**config.mk**
```make
export PLATFORM = sky130hd
export DESIGN_NAME = branch_resolve_bht
export DESIGN_NICKNAME = d
export VERILOG_FILES = /design/src/rtl/branch_resolve_bht.sv
export SDC_FILE = /design/constraint.sdc
export NUM_CORES = 1
export LEC_CHECK = 0
export ABC_AREA = 0
export CAP_MARGIN = 20
export CORE_MARGIN = 2
export CORE_UTILIZATION = 36
export DETAILED_ROUTE_END_ITERATION = 10
export MAX_ROUTING_LAYER = met4
export SETUP_SLACK_MARGIN = 0.05
export SYNTH_ARGS = -nofsm -noshare
export SYNTH_HDL_FRONTEND = slang
export SYNTH_SLANG_ARGS = --single-unit
```
**constraint.sdc**
```tcl
create_clock -name clk -period 3.6 [get_ports clk]
set_input_delay 0.72 -clock clk [delete_from_list [all_inputs] [get_ports clk]]
set_output_delay 0.72 -clock clk [all_outputs]
set_load 0.05 [all_outputs]
```
**src/rtl/branch_resolve_bht.sv**
```systemverilog
// rtl/branch_resolve_bht.sv - RV32I branch resolver with direct-mapped 2-bit BHT
// Optional BHT_STATS_EN adds stat_branches/stat_taken/stat_mispredict counters.
module branch_resolve_bht #(
  parameter int         XLEN        = 32,
  parameter int         BHT_ENTRIES = 64,
  parameter int         IDX_W       = $clog2(BHT_ENTRIES),
  parameter logic [1:0] CNT_INIT    = 2'b01
) (
  input  logic            clk,
  input  logic            rst_n,
  input  logic            if_valid,
  input  logic [XLEN-1:0] if_pc,
  output logic            pred_valid,
  output logic            pred_taken,
  input  logic            ex_valid,
  input  logic            ex_branch,
  input  logic [2:0]      ex_funct3,
  input  logic [XLEN-1:0] ex_srca,
  input  logic [XLEN-1:0] ex_srcb,
  input  logic [XLEN-1:0] ex_pc,
  input  logic [XLEN-1:0] ex_target,
  input  logic            ex_pred_taken,
  output logic            res_valid,
  output logic            res_taken,
  output logic            mispredict,
  output logic [XLEN-1:0] redirect_pc,
`ifdef BHT_STATS_EN
  output logic [31:0]     stat_branches,
  output logic [31:0]     stat_taken,
  output logic [31:0]     stat_mispredict,
`endif
  output logic            illegal_br
);

  logic [1:0]      bht_q [BHT_ENTRIES];
  logic            pred_valid_q, pred_taken_q;
  logic            res_valid_q, res_taken_q, mispredict_q, illegal_q;
  logic [XLEN-1:0] redirect_q;

  logic            resolve, cond_taken, cond_illegal, upd_en;
  logic [IDX_W-1:0] upd_idx, look_idx;
  logic [1:0]      cur_cnt, new_cnt, look_cnt;
  logic [XLEN-1:0] pc_plus4, redirect_d;

  always_comb begin
    cond_taken   = 1'b0;
    cond_illegal = 1'b0;
    case (ex_funct3)
      3'b000:  cond_taken = (ex_srca == ex_srcb);
      3'b001:  cond_taken = (ex_srca != ex_srcb);
      3'b100:  cond_taken = ($signed(ex_srca) <  $signed(ex_srcb));
      3'b101:  cond_taken = ($signed(ex_srca) >= $signed(ex_srcb));
      3'b110:  cond_taken = (ex_srca <  ex_srcb);
      3'b111:  cond_taken = (ex_srca >= ex_srcb);
      default: cond_illegal = 1'b1;
    endcase
  end

  assign resolve    = ex_valid & ex_branch;
  assign upd_en     = resolve & ~cond_illegal;
  assign pc_plus4   = ex_pc + {{(XLEN-3){1'b0}}, 3'b100};
  assign redirect_d = cond_taken ? ex_target : pc_plus4;
  assign upd_idx    = ex_pc[IDX_W+1:2];
  assign look_idx   = if_pc[IDX_W+1:2];
  assign cur_cnt    = bht_q[upd_idx];

  always_comb begin
    new_cnt = cur_cnt;
    if (cond_taken) begin
      if (cur_cnt != 2'b11) new_cnt = cur_cnt + 2'd1;
    end else begin
      if (cur_cnt != 2'b00) new_cnt = cur_cnt - 2'd1;
    end
  end

  // Write-first: a lookup colliding with this cycle's training sees the new value.
  assign look_cnt = (upd_en && (look_idx == upd_idx)) ? new_cnt : bht_q[look_idx];

  always_ff @(posedge clk) begin
    if (!rst_n) begin
      for (int i = 0; i < BHT_ENTRIES; i++) bht_q[i] <= CNT_INIT;
      pred_valid_q <= 1'b0;
      pred_taken_q <= 1'b0;
      res_valid_q  <= 1'b0;
      res_taken_q  <= 1'b0;
      mispredict_q <= 1'b0;
      illegal_q    <= 1'b0;
      redirect_q   <= '0;
    end else begin
      if (upd_en) bht_q[upd_idx] <= new_cnt;
      pred_valid_q <= if_valid;
      pred_taken_q <= if_valid & look_cnt[1];
      res_valid_q  <= resolve;
      mispredict_q <= resolve & (cond_taken != ex_pred_taken);
      illegal_q    <= resolve & cond_illegal;
      if (resolve) begin
        res_taken_q <= cond_taken;
        redirect_q  <= redirect_d;
      end
    end
  end

`ifdef BHT_STATS_EN
  logic [31:0] stat_br_q, stat_tk_q, stat_mp_q;

  always_ff @(posedge clk) begin
    if (!rst_n) begin
      stat_br_q <= '0;
      stat_tk_q <= '0;
      stat_mp_q <= '0;
    end else if (resolve) begin
      if (!cond_illegal)                stat_br_q <= stat_br_q + 32'd1;
      if (cond_taken)                   stat_tk_q <= stat_tk_q + 32'd1;
      if (cond_taken != ex_pred_taken)  stat_mp_q <= stat_mp_q + 32'd1;
    end
  end

  assign stat_branches   = stat_br_q;
  assign stat_taken      = stat_tk_q;
  assign stat_mispredict = stat_mp_q;
`endif

  assign pred_valid  = pred_valid_q;
  assign pred_taken  = pred_taken_q;
  assign res_valid   = res_valid_q;
  assign res_taken   = res_taken_q;
  assign mispredict  = mispredict_q;
  assign illegal_br  = illegal_q;
  assign redirect_pc = redirect_q;

endmodule

```
## Word-level counts from Yosys, hierarchy flattened

Memory sizes are Yosys's and may differ from the RTL's.
Index checks and enable logic that the tools add are counted.
W data, S select, Z words.

| cells by class | value |
|---|---|
| multiplexer cells | 14 |
| add/subtract/negate cells | 3 |
| reduce and logical (&&, ||, !) cells | 5 |
| order comparisons | 4 |
| bitwise logic cells | 5 |
| equal/unequal tests | 10 |

Operators by type and width:

| kind | number |
|---|---|
| $ge A32 B32 Y1 | 2 |
| $lt A32 B32 Y1 | 2 |
| $add A32 B3 Y32 const B | 1 |
| $eq A32 B32 Y1 | 1 |
| $mux W32 | 1 |
| $ne A32 B32 Y1 | 1 |
| $eq A3 B3 Y1 const B | 4 |
| $mux W2 | 5 |
| $eq A6 B6 Y1 | 1 |
| $mux W1 | 6 |
| $mux W6 | 1 |
| $pmux W1 S6 | 1 |
| $reduce_or A6 Y1 | 1 |
| $and A1 B1 Y1 | 5 |
| $eq A3 B1 Y1 const B | 1 |
| $logic_not A3 Y1 | 1 |
| $add A2 B1 Y2 const B | 1 |
| $ne A2 B2 Y1 const B | 1 |
| $reduce_bool A2 Y1 | 1 |
| $reduce_or A2 Y1 | 1 |
| $sub A2 B1 Y2 const B | 1 |
| $logic_and A1 B1 Y1 | 1 |
| $ne A1 B1 Y1 | 1 |

| word-level totals | value |
|---|---|
| register bits | 38 |
| bits in writable memories | 128 |
| output and inout port bits | 38 |
| input port bits | 169 |
| word-level logic and storage cells | 49 |
| memories kept | 1 |

Memory list:

| name | depth | bits a word | read ports | clocked after Yosys merged registers in | write ports | RTL line | text |
|---|---|---|---|---|---|---|---|
| bht_q | 64 | 2 | 2 | 0 | 64 | 35 | `logic [1:0] bht_q [BHT_ENTRIES];` |

## Logic depth before layout (Yosys ltp)

Gate-level depths: netlist (run 1).

| depth | value |
|---|---|
| word-level depth | 8 |
| gate-level depth with buffers | 13 |
| depth with buffers taken out | 10 |

## Worst setup path after synthesis (run 1)

Ideal clock, no wire load.

| timing path | value |
|---|---|
| kind | input to register |
| start point | input ex_pc[4] |
| end point | memory bht_q[56][1], data pin |
| stages | 11 |
| buffers on the path | 3 |
| arrival time | 2.878 ns |
| required time | 3.347 ns |
| setup slack | 0.469 ns |
| setup time | 0.253 ns |
| cell sequence | buf_2 > buf_2 > mux4_2 > mux2_2 > a22o_1 > a211oi_2 > and4_1 > nand2_2 > a21oi_4 > buf_4 > nor2_1 |

RTL lines:

| what | RTL line | text |
|---|---|---|
| start: declaration | 20 | `input logic [XLEN-1:0] ex_pc,` |
| end: declaration | 35 |  |

==> summary.txt, run 1 <==
Floorplan
  – Initial Utilization: 0.367
  – Core Box Area: 27,000 um2
  – Die Ht: 170 um
  – Ports: 207
  – Die area: 28,900 um2
  – Die width: 170 um
  – Row count: 60

Synth
  – Combinational family with the most area after synthesis: simple AND/OR/NAND/NOR gates
  – Post-Synthesis Cells: 1,012
  – Post-synthesis sequential area ratio: 0.464
  – Post-synth top flop: edfxtp_1
  – XOR/XNOR Fraction of Synth Area: 0.0300
  – Syn_area_per_cell: 9.80 um2
  – Flops & latches, synth: 166
  – Async S/R FF share, synth: 0
  – Post-synthesis compound-gate area fraction: 0.0954
  – Top-area cell type share of the netlist area: 0.388
  – Synth area leaders: edfxtp_1 39%, dfxtp_1 7.7%, nand2_1 6.6%
  – Adder-Cell Fraction of Synth Area: 0.0417
  – Post-synth EDFFs: 128
  – Post-synth top area cell: edfxtp_1
  – Post-Synth Simple-Gate Area: 0.215
  – Ys Warns: 0
  – Distinct cells, synth: 59
  – Mapped Area: 9910 um2
  – Mux share of post-synthesis cell area: 0.0968
  – Synthesized Nets: 1,214

Setup path
  – Worst Setup Path Type: input pin to flip-flop
  – Crit-path max FO: 42
  – CP most frequent cell: a21o_1
  – Req. time, crit path: 3.78 ns
  – R2r worst-path depth: 9
  – Setup crit end kind: flip-flop
  – Worst reg2reg path startpoint: bht_q[21][1]
  – Crit path cell chain: clkdlybuf4s50_1, inv_1, ha_1, a21o_1, a21o_1, a221oi_1, o211ai_1, a211o_1, and3_2, a21oi_4, buf_12, nor2_1
  – Crit-path max cell delay: 0.45 ns
  – Slowest-stage cell, CP: clkdlybuf4s50_1
  – Reg2reg end: bht_q[25][1]
  – Reg2reg setup slack: 0.80 ns
  – Crit path arrival time: 3.52 ns
  – Crit path launch type: input pin

Power and ir drop
  – Pwr per Cell Area: 390 nW/um2
  – Clock share of power: 0.364
  – Power Internal: 3.68 mW
  – Leak pwr: 4.66 nW
  – Comb pwr share: 0.216
  – Sw frac: 0.280
  – Flop pwr share: 0.420
  – Psw: 1.43 mW
  – Worst vdd ir: 0.318 mV

Clock network
  – CTS tree: yes
  – CTS root buf: clkbuf_16
  – Sink Count: 166
  – H-tree depth: 4
  – Clock latency on the worst-skew pair: 0.43 ns
  – Cts bufs inserted: 17
  – Clock transition at path regs: 0.07 ns
  – Max clock buf depth: 2

Timing
  – Final setup TNS: 0 ns
  – Slew @ Worst Pin: 0.877 ns
  – Post-layout min period: 3.35 ns
  – RSZ-0062 raised after global routing: no
  – Hold Vio Cnt, Final: 0
  – Worst Setup Slack, final: 0.254 ns
  – Pins Over Slew Limit: 0
  – Final period utilization: 0.929
  – Fmax: 299 MHz
  – Final Setup Violations: 0
  – Rel. slew slack: 0.414
  – Clock Skew: 0.0105 ns

Route
  – DRT iter0 DRCs: 655
  – Routed wire length per instance: 20.4 um
  – Post-route DRC: 0
  – Pre-antenna DRT Iters: 5
  – Post-Route WL: 31,800 um
  – Via Count: 8,789
  – Routed vias/inst: 5.66
  – Antenna violation net count after detailed routing: 0

Final layout
  – Layout area overhead: 31.9%
  – Layout Nets: 1,402
  – Layout cells sized above 1: 0.136

Global routing
  – Vias in the first global route: 8,662
  – Initial antenna violation count: 1
  – Largest net degree at the start of global routing: 70
  – First-pass GRT wire length: 48,200 um
  – Grt ovf: 0
  – GRT Total Usage: 0.226

Worst hold path
  – Hold Startpoint: redirect_pc[15]
  – Worst hold stages: 2
  – Worst Hold Path EP: redirect_pc[15]
  – Hold Crit Class: flip-flop to flip-flop

Flow run
  – Max-cap check violation count: 0

Place
  – Number of port buffers: 180
  – Final HPWL from detailed placement: 23,000 um
  – DP Worst Slack: -0.216 ns
  – GPL Wtd Cong: 0.842

Run status
  – Outcome: finished, final reports clean
-- cell families after synthesis --
logic type               Yosys count
AND/OR/NAND/NOR                  465
multiplexers                      59
AO/OA/AOI/OAI                    129
adder cells (fa/ha/maj)           33
XOR/XNOR                          34
flip-flops                       166
buffers and inverters            126
-- layout by cell type (no fill, tap or decap), drive strengths merged, types with 8 or more instances in the layout --
master,count
nand4,36
clkdlybuf4s50,176
mux2i,16
a221oi,19
xor2,16
o22ai,8
mux2,15
inv,44
o21ai,18
clkbuf,18
edfxtp,128
and3,9
a21oi,19
dfxtp,38
xnor2,18
ha,33
o311ai,18
nand2,176
mux4,28
buf,77
a22oi,10
nor2,91
nand3,111
-- state kept, by name (all words and copies together), names as in the netlist --
name / cells
res_taken: 1
pred_taken: 1
res_valid: 1
illegal_br: 1
bht_q: 128
pred_valid: 1
mispredict: 1
redirect_pc: 32
-- repair_timing --
action,4_1_cts,5_1_grt
setup buffers,0,0
hold buffers,0,0
endpoints found under the setup margin,0,1
resized for setup,0,1
-- worst max-delay path by stage --
stage	start	slack, ns	end	cells past startpoint
after floorplan	ex_pc[4]	0.47	bht_q[56][1]	11
after global placement	ex_srcb[5]	-0.17	bht_q[16][1]	12
after detailed placement	ex_srcb[5]	-0.22	bht_q[25][1]	12
after CTS	ex_srcb[5]	0.24	bht_q[34][1]	12
after global routing	ex_srcb[5]	0.06	redirect_pc[11]	12
final	ex_srcb[5]	0.25	bht_q[25][1]	12
-- per-stage QoR --
| step | total power [mW] | hold slack, ns | std cells | util | cell area, um2 |
|---|---|---|---|---|---|
| finish | 5.10 | 0.454 | 1553 | 0.484 | 13100 |
| global route | 5.28 | 0.466 | 1553 | 0.484 | 13100 |
| CTS | 5.13 | 0.457 | 1552 | 0.484 | 13100 |
| detailed placement | 3.29 | 0.442 | 1522 | 0.462 | 12500 |
| global placement | 3.28 | 0.438 | 1522 | 0.462 | 12500 |
| floorplan | 2.79 | 0.672 | 1012 | - | 9910 |
-- Yosys cell counts (3+ instances only) --
cell type and number:
inv_1 41, nor2b_1 6, o211ai_1 4, nand3_1 111, nand4_1 36, buf_2 22
nand3b_1 4, mux4_2 28, a21o_1 7, a221o_1 3, buf_4 6, a31oi_1 6
ha_1 33, and2_1 5, nor2_1 91, o22ai_1 8, nor3b_1 3, edfxtp_1 128
nor4_1 3, clkbuf_1 46, dfxtp_1 38, a22oi_1 10, a221oi_1 19, buf_1 5
o21ai_0 18, mux2i_1 16, a22o_1 3, nand2_1 175, and3_1 9, buf_6 5
o311ai_0 18, mux2_2 15, xor2_1 16, nand2b_1 3, nor3_1 6, a21oi_1 18
xnor2_1 18
-- routing by layer --
metal | global-route usage | vias up | routed length (um)
met5 | - | - | 0
met4 | 0.0754 | 0 | 852
met3 | 0.0556 | 53 | 2610
met2 | 0.382 | 369 | 15400
met1 | 0.264 | 4273 | 12900
li1 | - | 4094 | -
-- power groups by stage --
| stage | registers [mW] | clock network (mW) | logic [mW] |
|---|---|---|---|
| 2_1_floorplan | 2.27 | 0 | 0.517 |
| 3_3_place_gp | 2.18 | 0 | 1.09 |
| 3_5_place_dp | 2.19 | 0 | 1.10 |
| 4_1_cts | 2.14 | 1.88 | 1.11 |
| 5_1_grt | 2.15 | 1.95 | 1.18 |
| 6_report | 2.14 | 1.86 | 1.10 |
-- worst max-delay path: cells and delay by family --
kind                       cells  cell delay [ns]
AOI/OAI and AO/OA              6             1.40
and+or+nand+nor                2             0.33
adders and majority gates      1             0.28
buffers and inverters          3             0.75
-- final cells by class --
type	instances	area [um2]
Tap cell	341	427
Antenna cell	1	2.50
Timing Repair Buffer	253	2520
Inverter	42	158
Multi-Input combinational cell	720	4790
Clock inverter	12	153
Fill cell	2478	13900
Sequential cell	166	4600
Clock buffer	18	429
No activity file was read; power rests on OpenSTA's default activity.
==> inputs of run 2 (changes only) <==
--- a/config.mk
+++ b/config.mk
@@ -9,6 +9,7 @@
 export CAP_MARGIN = 20
 export CORE_MARGIN = 2
 export CORE_UTILIZATION = 36
+export CTS_CLUSTER_SIZE = 25
 export DETAILED_ROUTE_END_ITERATION = 10
 export MAX_ROUTING_LAYER = met4
 export SETUP_SLACK_MARGIN = 0.05
==> constraint.sdc (replaced) <==
create_clock -name clk -period 3.2 [get_ports clk]
set_input_delay 0.64 -clock clk [delete_from_list [all_inputs] [get_ports clk]]
set_output_delay 0.64 -clock clk [all_outputs]
set_load 0.05 [all_outputs]
==> run 2 against run 1 <==
Combinational power up 36%. Critical path type unchanged. Clock skew about the same. Sequential share of layout area down 2.5 points. Cell area up 7.5%. Clock power up 21%. Power up 21%. Via count up 2.9%. Largest power group unchanged. Critical path depth up 1.
==> summary.txt, run 2 (synthesized netlist as in run 1, its figures left out) <==
Run status
  – Outcome: finished, final reports clean

Final layout
  – Commonest non-fill, non-tap cell in the layout: nand2_1
  – Layout cells sized above 1: 0.220 (+0.0833)
  – FF/Latch Area: 4600 um2 (unchanged)
  – Layout area overhead: 41.9%
  – Layout Nets: 1,460 (+4.1%)
  – Final Instance Area: 14,100 um2 (+7.5%)
  – Antenna Cells: 0 (-1)
  – Top reg by flops: bht_q
  – Max reg flops: 128 (unchanged)
  – Fillers: 2,386 (-3.7%)
  – Multi-input gate area: 5120 um2 (+6.9%)
  – Most frequent cells in the layout: 175 x nand2_1, 147 x clkdlybuf4s50_1, 128 x edfxtp_1

Power and ir drop
  – Worst vdd ir: 0.393 mV (+24%)
  – Leak pwr: 5.31 nW (+14%)
  – Pwr per Cell Area: 437 nW/um2 (+12%)

Timing
  – Final Setup Violations: 0 (unchanged)
  – Final period utilization: 0.971
  – Post-layout min period: 3.11 ns
  – Hold Vio Cnt, Final: 0 (unchanged)
  – Pins Over Slew Limit: 0 (unchanged)
  – Slew @ Worst Pin: 0.833 ns (-0.0439 ns)
  – RSZ-0062 raised after global routing: no
  – Rel. slew slack: 0.443 (+0.0293)
  – Final setup TNS: 0 ns (unchanged)
  – Hold_ws: 0.456 ns (+0.00259 ns)
  – Fmax: 322 MHz
  – Clock Skew: 0.0106 ns (+0.0000769 ns)

Route
  – DRT iter0 DRCs: 871 (+33%)
  – Routed vias/inst: 5.61 (-0.85%)
  – Post-Route WL: 33,900 um (+6.7%)
  – Post-route DRC: 0 (unchanged)
  – Routed wire length per instance: 21.0 um (+2.8%)
  – Antenna violation net count after detailed routing: 0 (unchanged)
  – Pre-antenna DRT Iters: 5 (unchanged)
  – Via Count: 9,045 (+2.9%)

Global routing
  – First-pass GRT wire length: 50,200 um (+4.1%)
  – Grt ovf: 0 (unchanged)
  – Vias in the first global route: 8,857 (+2.3%)
  – GRT Total Usage: 0.236 (+0.00980)
  – Initial antenna violation count: 0 (-1)
  – Largest net degree at the start of global routing: 57 (-19%)

Floorplan
  – Initial Utilization: 0.367 (unchanged)
  – Die area: 28,900 um2 (unchanged)
  – Row count: 60 (unchanged)
  – Die width: 170 um (unchanged)
  – Die Ht: 170 um (unchanged)
  – Ports: 207 (unchanged)
  – Core Box Area: 27,000 um2 (unchanged)

Place
  – Final HPWL from detailed placement: 23,300 um (+1.3%)
  – Number of port buffers: 180 (unchanged)
  – Placed Area: 12,800 um2 (+2.1%)
  – GPL Wtd Cong: 0.889 (+5.5%)

Clock network
  – Max clock buf depth: 2 (unchanged)
  – H-tree depth: 4 (unchanged)
  – Sink Count: 166 (unchanged)
  – Cts bufs inserted: 17 (unchanged)
  – Clock latency on the worst-skew pair: 0.44 ns (about the same)
  – CTS tree: yes
  – CTS root buf: clkbuf_16
  – Clock transition at path regs: 0.07 ns (about the same)

Setup path
  – Setup crit end kind: flip-flop
  – Crit path launch type: input pin
  – R2r worst-path depth: 10 (+1)
  – Req. time, crit path: 3.39 ns (-0.39 ns)
  – Slowest-stage cell, CP: clkdlybuf4s50_1
  – Crit path cell chain: clkdlybuf4s50_1, ha_4, nand4_1, nor3_2, a221oi_2, o211ai_1, buf_4, a211o_1, and3_4, a21oi_4, buf_12, clkbuf_16, nor2_4
  – Crit-path max cell delay: 0.51 ns (+0.06 ns)
  – Crit-path max FO: 6 (-86%)
  – Worst Setup Path Type: input pin to flip-flop
  – Crit path arrival time: 3.30 ns (-0.22 ns)

Worst hold path
  – Worst hold stages: 2 (unchanged)
  – Hold Crit Class: flip-flop to flip-flop

Flow run
  – Max-cap check violation count: 0 (unchanged)
## run 2: cell count changes in the layout (fill, tap and decap cells not counted), moves of 10 or more
cell | before | now
buf_4 | 59 | 109
clkdlybuf4s50_1 | 176 | 147
dlymetal6s2s_1 | 0 | 29
ha_1 | 33 | 17
ha_4 | 0 | 16
inv_1 | 41 | 27
inv_2 | 0 | 14
nor2_1 | 91 | 77
nor2_2 | 0 | 10
## run 2: per-layer routing
metal	GRT usage	share of wire	wire length, um	up-vias
li1	-	-	-	4216
met1	0.292	0.41	13800	4351
met2	0.393	0.49	16500	415
met3	0.0442	0.081	2740	63
met4	0.0740	0.024	820	0
met5	-	0	0	-
## run 2: worst paths after layout
check                       start         endpoint  slack (ns)
hold reg to reg   redirect_pc[26]  redirect_pc[26]        0.46
hold / removal    redirect_pc[26]  redirect_pc[26]        0.46
setup / recovery      ex_srca[26]     bht_q[50][1]        0.09
setup reg to reg     bht_q[13][1]     bht_q[50][1]        0.38
## run 2: worst max-delay path, delay by kind of cell
| kind | cells | cell delay (ns) |
|---|---|---|
| adder cells (fa/ha/maj) | 1 | 0.22 |
| AO/OA/AOI/OAI | 4 | 0.90 |
| AND/OR/NAND/NOR | 4 | 0.48 |
| buffers and inverters | 4 | 1.05 |
## run 2: cell type report
type | instances | area share
multi-input cells | 720 | 0.364
flip-flops and latches | 166 | 0.327
inverters | 42 | 0.0112
clock inverters | 14 | 0.0141
well taps | 341 | 0.0303
clock buffers | 18 | 0.0305
repair buffers | 311 | 0.223
## run 2: per-stage QoR
stage                     worst slack (ns)  total power, mW  instances   util
after floorplan                      0.149             3.14       1012      -
after detailed placement            -0.564             3.70       1564  0.472
after CTS                          0.00413             6.04       1604  0.503
final                               0.0942             6.15       1612  0.521
after global placement              -0.485             3.69       1564  0.472
after global routing               0.00857             6.34       1612  0.521
## run 2: power by group
| group | switching, mW | internal (mW) |
|---|---|---|
| Combinational | 0.808 | 0.691 |
| Clock | 0.929 | 1.32 |
| Sequential | 0.0354 | 2.37 |
| Total | 1.77 | 4.38 |
## run 2: what timing repair did
action                                 CTS  global route
resized for setup                       24            84
pin swaps                               30            24
gates cloned                             3             3
endpoints found under the hold margin    0             0
hold buffers                             0             0
buffers inserted                         5             6
setup endpoints to repair              139           158
==> inputs of run 3 (changes only) <==
--- a/config.mk
+++ b/config.mk
@@ -7,7 +7,7 @@
 export LEC_CHECK = 0
 export ABC_AREA = 0
 export CAP_MARGIN = 20
-export CORE_MARGIN = 2
+export CORE_MARGIN = 1.5
 export CORE_UTILIZATION = 36
 export CTS_CLUSTER_SIZE = 25
 export DETAILED_ROUTE_END_ITERATION = 10
==> run 3 against run 2 <==
Cell area shrank 0.39%. Core utilization shrank 0.20 points. Power shrank 2.1%. Critical path type unchanged. Critical endpoint is now bht_q[40][1]. Largest power group unchanged.
==> summary.txt, run 3 (synthesized netlist as in run 1, its figures left out) <==
Route
  – Post-route DRC: 0 (unchanged)
  – Uppermost routed layer: met4
  – Antenna violation net count after detailed routing: 0 (unchanged)
  – Met1 WL: 13,500 um (-2.5%)
  – Via Count: 8,948 (-1.1%)
  – Met2 WL post-DR: 16,100 um (-2.3%)
  – Post-Route WL: 32,900 um (-3.0%)
  – Pre-antenna DRT Iters: 5 (unchanged)
  – Routed wire length per instance: 20.4 um (-3.0%)
  – Routed vias/inst: 5.55 (-1.1%)
  – DRT iter0 DRCs: 847 (-2.8%)
  – Wire length on met3: 2620 um (-4.2%)

Timing
  – RSZ-0062 raised after global routing: no
  – Hold Vio Cnt, Final: 0 (unchanged)
  – Rel. slew slack: 0.458 (+0.0144)
  – Slew @ Worst Pin: 0.811 ns (-0.0216 ns)
  – Post-layout min period: 3.14 ns (+0.0334 ns)
  – Fmax: 319 MHz (-1.1%)
  – Clock Skew: 0.0109 ns (+0.000269 ns)
  – Final Setup Violations: 0 (unchanged)
  – Final period utilization: 0.981 (+0.0104)
  – Final setup TNS: 0 ns (unchanged)
  – Pins Over Slew Limit: 0 (unchanged)

Final layout
  – Layout area overhead: 41.3%
  – Commonest non-fill, non-tap cell in the layout: nand2_1
  – Most frequent cells in the layout: 175 x nand2_1, 141 x clkdlybuf4s50_1, 128 x edfxtp_1
  – Antenna Cells: 0 (unchanged)
  – Finished Core Util: 0.518 (-0.00204)
  – Top reg by flops: bht_q
  – Max reg flops: 128 (unchanged)
  – Non-filler cells, final: 1,612 (unchanged)
  – Layout Nets: 1,460 (unchanged)
  – Layout cells sized above 1: 0.215 (-0.00472)

Setup path
  – Req. time, crit path: 3.40 ns (about the same)
  – Crit path launch type: input pin
  – Crit path arrival time: 3.34 ns (+0.04 ns)
  – Setup crit end kind: flip-flop
  – Worst Setup Path Type: input pin to flip-flop
  – Crit-path max FO: 5 (-1)

Place
  – DP Cell Count: 1,565 (+0.064%)
  – Final HPWL from detailed placement: 22,800 um (-2.3%)
  – GPL Wtd Cong: 0.869 (-2.2%)
  – Number of port buffers: 180 (unchanged)

Global routing
  – Grt ovf: 0 (unchanged)
  – First-pass GRT wire length: 47,900 um (-4.6%)
  – Vias in the first global route: 8,675 (-2.1%)
  – Largest net degree at the start of global routing: 54 (-5.3%)
  – Initial antenna violation count: 0 (unchanged)
  – GRT Total Usage: 0.228 (-0.00747)

Clock network
  – Post-CTS Hold Buffers: 0 (unchanged)
  – CTS root buf: clkbuf_16
  – Cts bufs inserted: 17 (unchanged)
  – Clock transition at path regs: 0.07 ns (about the same)
  – H-tree depth: 4 (unchanged)
  – Sink Count: 166 (unchanged)
  – Clock latency on the worst-skew pair: 0.44 ns (about the same)
  – CTS tree: yes
  – Max clock buf depth: 2 (unchanged)

Power and ir drop
  – Leak pwr: 5.32 nW (+0.20%)
  – Pwr per Cell Area: 430 nW/um2 (-1.7%)
  – Worst vdd ir: 0.386 mV (-1.7%)
  – Tot Pwr: 6.02 mW (-2.1%)

Floorplan
  – Initial Utilization: 0.367 (unchanged)
  – Row count: 60 (unchanged)
  – Die width: 169 um (-0.59%)
  – Die area: 28,500 um2 (-1.2%)
  – Die Ht: 169 um (-0.59%)
  – Core Box Area: 27,000 um2 (unchanged)
  – Ports: 207 (unchanged)

Worst hold path
  – Hold Crit Class: flip-flop to flip-flop

Run status
  – Outcome: finished, final reports clean

Flow run
  – Max-cap check violation count: 0 (unchanged)
[run 3: cell count changes in the layout (fill, tap and decap cells not counted), sizes merged]
cell           previous run  this run
bufinv                    4         1
clkinv                    7         3
clkbuf                   22        23
buf                     131       129
clkinvlp                  1         2
clkdlybuf4s50           147       141
dlymetal6s2s             29        35
inv                      44        51
[run 3: final timing paths]
check,start,to,slack [ns],cells after the start
setup reg to reg,bht_q[18][1],bht_q[40][1],0.34,10
setup / recovery,ex_srca[5],bht_q[40][1],0.06,12
hold reg to reg,redirect_pc[30],redirect_pc[30],0.46,2
hold / removal,redirect_pc[30],redirect_pc[30],0.46,2
[run 3: critical path, cell delays in order]
cell and delay, ns:
clkdlybuf4s50_1 0.53, ha_4 0.22, a21o_1 0.17, a21o_1 0.19, a221oi_2 0.27, o211ai_1 0.18, a211o_1 0.28, and3_4 0.19
a21oi_4 0.24, clkbuf_16 0.22, clkbuf_16 0.16, nor2_1 0.04
[run 3: area by class of cell]
type	instances	area, um2
inverters	42	158
repair buffers	311	3130
flip-flops and latches	166	4600
clock inverters	15	175
fillers	2389	13000
multi-input cells	720	5090
well taps	341	427
clock buffers	17	425
[run 3: where the power goes]
part | switching [mW] | total [mW] | internal (mW)
registers | 0.0347 | 2.41 | 2.37
clock network | 1.00 | 2.13 | 1.12
logic | 0.794 | 1.49 | 0.694
[run 3: metal layers]
metal  up-vias  track usage
met5         -            -
met4         0       0.0664
met3        43       0.0549
met2       377        0.382
met1      4299        0.274
li1       4229            -
[run 3: through the flow]
step | hold slack [ns] | cell area, um2 | worst slack [ns]
after global routing | 0.483 | 14000 | 0.00580
after CTS | 0.461 | 13400 | 0.0552
final | 0.458 | 14000 | 0.0609
after detailed placement | 0.443 | 12700 | -0.533
after floorplan | 0.672 | 9910 | 0.149
after global placement | 0.437 | 12700 | -0.518
[run 3: what timing repair did]
action,in CTS,in global routing
endpoints found under the setup margin,148,162
gates cloned,0,9
resized for setup,5,85
buffers inserted,0,6
pin swaps,3,19
